### src/rtl/card_dealer.sv
// Ten-thirty card source: deals one rank (1..13) per pip rising edge from a
// 52-card deck without replacement, auto-refilling when the deck runs out.
module card_dealer #(
  parameter logic [7:0] SEED = 8'hA5
) (
  input  logic       clk,
  input  logic       rst_n,
  input  logic       pip,
  input  logic       reshuffle,
  output logic [3:0] number,
  output logic [5:0] deck_left,
  output logic       deck_empty
);

  localparam int unsigned NRANK  = 13;
  localparam int unsigned CNT_W  = 3;
  localparam int unsigned RANK_W = 4;
  localparam int unsigned LEFT_W = 6;

  localparam logic [CNT_W-1:0]  FULL_CNT  = CNT_W'(4);
  localparam logic [LEFT_W-1:0] DECK_SIZE = LEFT_W'(52);
  localparam logic [RANK_W-1:0] MAX_RANK  = RANK_W'(13);

  typedef enum logic [1:0] {
    IDLE,
    REFILL,
    SEARCH,
    DEAL
  } state_e;

  state_e              state_q;
  logic [CNT_W-1:0]    cnt_q [NRANK];
  logic [7:0]          lfsr_q;
  logic                pip_q;
  logic [RANK_W-1:0]   rank_q;
  logic [RANK_W-1:0]   number_q;
  logic [LEFT_W-1:0]   left_q;
  logic                empty_q;

  logic                lfsr_fb;
  logic                req;
  logic [RANK_W-1:0]   lfsr_low;
  logic [RANK_W-1:0]   cand;
  logic [RANK_W-1:0]   rank_idx;
  logic [RANK_W-1:0]   rank_next;

  // x^8+x^6+x^5+x^4+1 feedback into bit 0
  assign lfsr_fb   = lfsr_q[7] ^ lfsr_q[5] ^ lfsr_q[4] ^ lfsr_q[3];
  assign req       = pip & ~pip_q;
  assign lfsr_low  = lfsr_q[3:0];
  assign cand      = (lfsr_low >= MAX_RANK) ? RANK_W'(lfsr_low - MAX_RANK + RANK_W'(1))
                                            : RANK_W'(lfsr_low + RANK_W'(1));
  assign rank_idx  = RANK_W'(rank_q - RANK_W'(1));
  assign rank_next = (rank_q == MAX_RANK) ? RANK_W'(1) : RANK_W'(rank_q + RANK_W'(1));

  always_ff @(posedge clk or negedge rst_n) begin
    if (!rst_n) begin
      state_q  <= IDLE;
      lfsr_q   <= SEED;
      pip_q    <= 1'b0;
      rank_q   <= RANK_W'(1);
      number_q <= '0;
      left_q   <= DECK_SIZE;
      empty_q  <= 1'b0;
      for (int i = 0; i < NRANK; i++) cnt_q[i] <= FULL_CNT;
    end else begin
      lfsr_q <= {lfsr_q[6:0], lfsr_fb};
      pip_q  <= pip;
      case (state_q)
        IDLE: begin
          if (req) begin
            rank_q  <= cand;
            state_q <= (left_q == '0 || reshuffle) ? REFILL : SEARCH;
          end else if (reshuffle) begin
            for (int i = 0; i < NRANK; i++) cnt_q[i] <= FULL_CNT;
            left_q  <= DECK_SIZE;
            empty_q <= 1'b0;
          end
        end
        REFILL: begin
          for (int i = 0; i < NRANK; i++) cnt_q[i] <= FULL_CNT;
          left_q  <= DECK_SIZE;
          empty_q <= 1'b0;
          state_q <= SEARCH;
        end
        SEARCH: begin
          // Walk upward (wrapping) until a rank with cards left is found
          if (cnt_q[rank_idx] != '0) begin
            number_q          <= rank_q;
            cnt_q[rank_idx]   <= CNT_W'(cnt_q[rank_idx] - CNT_W'(1));
            left_q            <= LEFT_W'(left_q - LEFT_W'(1));
            empty_q           <= (left_q == LEFT_W'(1));
            state_q           <= DEAL;
          end else begin
            rank_q <= rank_next;
          end
        end
        DEAL: begin
          number_q <= '0;
          state_q  <= IDLE;
        end
        default: state_q <= IDLE;
      endcase
    end
  end

  assign number     = number_q;
  assign deck_left  = left_q;
  assign deck_empty = empty_q;

endmodule

### config.mk
export PLATFORM = sky130hd
export DESIGN_NAME = card_dealer
export DESIGN_NICKNAME = d
export VERILOG_FILES = /design/src/rtl/card_dealer.sv
export SDC_FILE = /design/constraint.sdc
export NUM_CORES = 1
export LEC_CHECK = 0
export ABC_CLOCK_PERIOD_IN_PS = 4300
export CAP_MARGIN = 20
export CORE_ASPECT_RATIO = 0.7
export CORE_MARGIN = 8
export CORE_UTILIZATION = 60
export DETAILED_ROUTE_END_ITERATION = 10
export GPL_TIMING_DRIVEN = 0
export MAX_ROUTING_LAYER = met4
export PLACE_DENSITY = 0.76
export SYNTH_ARGS = -nofsm -noshare
export SYNTH_HDL_FRONTEND = slang
export SYNTH_SLANG_ARGS = --single-unit
### constraint.sdc
create_clock -name clk -period 4.3 [get_ports clk]
set_input_delay 0.645 -clock clk [delete_from_list [all_inputs] [get_ports clk]]
set_output_delay 0.645 -clock clk [all_outputs]
set_load 0.02 [all_outputs]
==> impl_metrics.yaml <==
layout:
  filler_cell_count: 584
  seqCellArea_um2: 1650
  n_antenna_cell: 0
  multi_input_gate_area_um2: 2510
  layout-drive-gt1-share_pct: 16.9
  area_delta_synth_final_pct: 11.3
  instances_no_fill: 570
  nNetsFinal: 490
min_path:
  hold_end: "lfsr_q[7]"
  hold_path.startpoint: "lfsr_q[6]"
  hold_path.class: "flop to flop"
  min_path_cells: 0
critical_path:
  cp_cell_sequence: "buf_6 > buf_8 > inv_1 > ha_1 > clkbuf_4 > mux4_1 > a22o_1 > a211oi_2 > ha_2 > o31ai_1 > a21o_2 > nor4_4 > o21ai_2 > mux2_1"
  cp-end-kind: "flop"
  regToRegEndpoint: "rank_q[1]"
  worstSetupStartpoint: "rank_q[0]"
  worst-path-buf-inv: 4
  worstPathMaxFanout: 10
  setup.worst_path.start_class: "flop"
  worstPathRequired_ns: 4.53
  cpMaxStageDelayCell: "dfstp_2"
  critical_path_class: "flop to flop"
  worst_r2r_path_depth: 14
  worst_ep_arrival_time_ns: 4.33
  slowest_delay_ns: 0.58
  timing.reg2reg.setup_slack_ns: 0.20
  critical-path-top-delay-family: "compound AO/OA/AOI/OAI gates"
  timing.rr.start: "rank_q[0]"
yosys:
  syn_area_um2: 4410
  yosysTopAreaCell: "dfrtp_1"
  ys_dominant_reg_cell: "dfrtp_1"
  synth_top_cells_by_area: "dfrtp_1 (25%), dfstp_2 (13%), ha_1 (5.4%)"
  synth-adder-area-share_pct: 5.39
  synth_enable_flop_cells: 0
  main_combinational_cell_family_by_area_after_synthesis: "compound AO/OA/AOI/OAI gates"
  netlist-cell-type-count: 72
  fraction_of_synthesized_cell_area_in_xor_and_xnor_cells_pct: 1.59
  post_synth_inst_count: 440
  net_count_after_synthesis: 463
  synth_compound_gate_area_share_pct: 22.8
  synth_simple_gate_area_share_pct: 19.1
  synth_top_cell_area_share_pct: 25.0
  syn_area_per_cell_um2: 10.0
  synth_async_sr_flop_share_pct: 100
  synth-seq-cells: 65
  yosys-mux-area-fraction_pct: 7.74
  ys_warn_count: 0
  ys_seq_area_share_pct: 37.5
floorplan:
  core_region_area_um2: 7220
  start_util_pct: 61.1
  placementRows: 26
  top_level_ports: 15
  die_y_um: 87.7
  floorplan.die_area_um2: 10400
  floorplan.die.width_um: 118
drt:
  detail_route.vias_per_cell: 6.69
  detailedRoute.firstIterationViolations: 421
  detail-route-antenna-nets: 0
  wl_mm: 12.2
  vias: 3812
  wl_per_cell_um: 21.3
  drt_pre_antenna_iters: 5
  post-route-drc-count: 0
clock_tree:
  holdBufCountCts: 0
  cts_root_buffer: "clkbuf_8"
  clk_path_buf_depth: 2
  number_of_buffers_created_by_cts: 9
  tritoncts_num_sinks: 65
  cts.clk_slew.worst_paths_ns: 0.07
  clock_tree.htree_level_count: 3
  worst_skew_pair.late_latency_ns: 0.35
  clock_tree_from_tritoncts: "yes"
sta:
  fmax_mhz: 244
  setup_viol: 0
  max_transition_viols_final: 0
  timing.final.crit_share_pct: 95.4
  worst_tran_pin_value_ns: 0.839
  worst_clk_skew_ns: 0.0118
  setup_tns_ns: 0
  max_slew_headroom_at_the_worst_pin_pct: 44.1
  timing.final.hold_violations: 0
  unrepaired_setup_endpoints_after_global_routing: "false"
  final_period_demand_of_the_worst_path_ns: 4.10
global_routing:
  overall_global_routing_resource_usage_pct: 25.0
  number_of_global_route_vias_before_repair: 3720
  grt_antenna_before_repair: 0
  globalRouteOverflowTotal: 0
  grt_max_degree: 66
  grt_pass1_wl_mm: 19.7
placed_design:
  gp_congestion: 0.950
  numPortBuffers: 14
  place_hpwl_mm: 8.60
  place_inst: 552
run_status:
  run_status: "finished clean"
job:
  max_cap_viol_count: 0
## Yosys cell counts, types with 9 or more instances
| cell type | n |
|---|---|
| clkbuf_1 | 19 |
| dfstp_2 | 21 |
| a221o_1 | 15 |
| nand3_1 | 18 |
| inv_1 | 24 |
| nor2_1 | 26 |
| dfrtp_1 | 44 |
| and3_1 | 22 |
| a211oi_1 | 20 |
| nand2_1 | 35 |
| nor3_1 | 9 |
| and2_1 | 17 |
| a21oi_1 | 14 |
| ha_1 | 19 |
## how the worst max path moves through the flow
stage	to	slack (ns)	depth (start not counted)
final	rank_q[1]	0.20	14
after global routing	rank_q[1]	0.03	14
after CTS	rank_q[1]	0.07	14
after detailed placement	rank_q[1]	0.09	14
after global placement	rank_q[3]	0.18	14
after floorplan	cnt_q[34]	0.79	15
## through the flow
step	hold WS, ns	utilization [%]	setup WS, ns	instance area (µm²)
2_1_floorplan	0.333	-	0.792	4410
3_3_place_gp	0.343	64.7	0.175	4670
3_5_place_dp	0.346	64.7	0.0947	4670
4_1_cts	0.356	67.6	0.0681	4880
5_1_grt	0.370	68.0	0.0278	4910
6_report	0.352	68.0	0.198	4910
## cell families (layout without fill, tap and decap cells)
family,after synthesis,count (layout)
adders and majority gates,19,19
xor gates and xnor gates,8,8
and+or+nand+nor,154,154
AOI/OAI and AO/OA,119,119
DFF,65,65
muxes,20,20
buffers and inverters,55,87
## layer usage
metal / track usage, % / up-vias / share of wire (%)
li1: - / 1700 / -
met1: 33.1 / 1881 / 44
met2: 36.9 / 212 / 44
met3: 6.76 / 19 / 10
met4: 7.89 / 0 / 1.8
met5: - / - / 0
## registers in the layout, summed over array words and instances, names as in the netlist
signal / count
cnt_q: 39
deck_empty: 1
deck_left: 6
lfsr_q: 8
number: 4
pip_q: 1
rank_q: 4
state_q: 2
## timing repair
action / 4_1_cts / 5_1_grt
setup buffers: 0 / 2
gates resized for setup: 0 / 5
setup endpoints to repair: 0 / 32
## worst register-to-register path, delay by kind of cell (launching register included)
family | cells | cell delay (ns)
adders and majority gates | 2 | 0.57
AOI/OAI and AO/OA | 5 | 1.02
buffers and inverters | 4 | 0.74
DFF | 1 | 0.58
muxes | 2 | 0.70
and+or+nand+nor | 1 | 0.36
## cells in the final DEF (no fill, tap or decap), drive strengths merged, types with 13 or more instances in the layout
cell           instances
dfrtp                 44
nand2                 36
clkbuf                34
nor2                  26
inv                   24
and3                  22
dfstp                 21
a211oi                21
ha                    19
and2                  19
nand3                 18
a221o                 15
a21oi                 15
buf                   14
clkdlybuf4s50         13
## layout make-up
cell class                      instances  share of cell area [%]
Clock buffer                           14                    3.52
Multi-Input combinational cell        320                    51.2
Sequential cell                        65                    33.7
Tap cell                               98                    2.50
Inverter                               24                    1.84
Timing Repair Buffer                   16                    3.11
Clock inverter                          2                   0.714
Buffer                                 31                    3.49
Power is not shown: default switching activity piles up to over one toggle a cycle in this logic, so the estimate is an artifact.
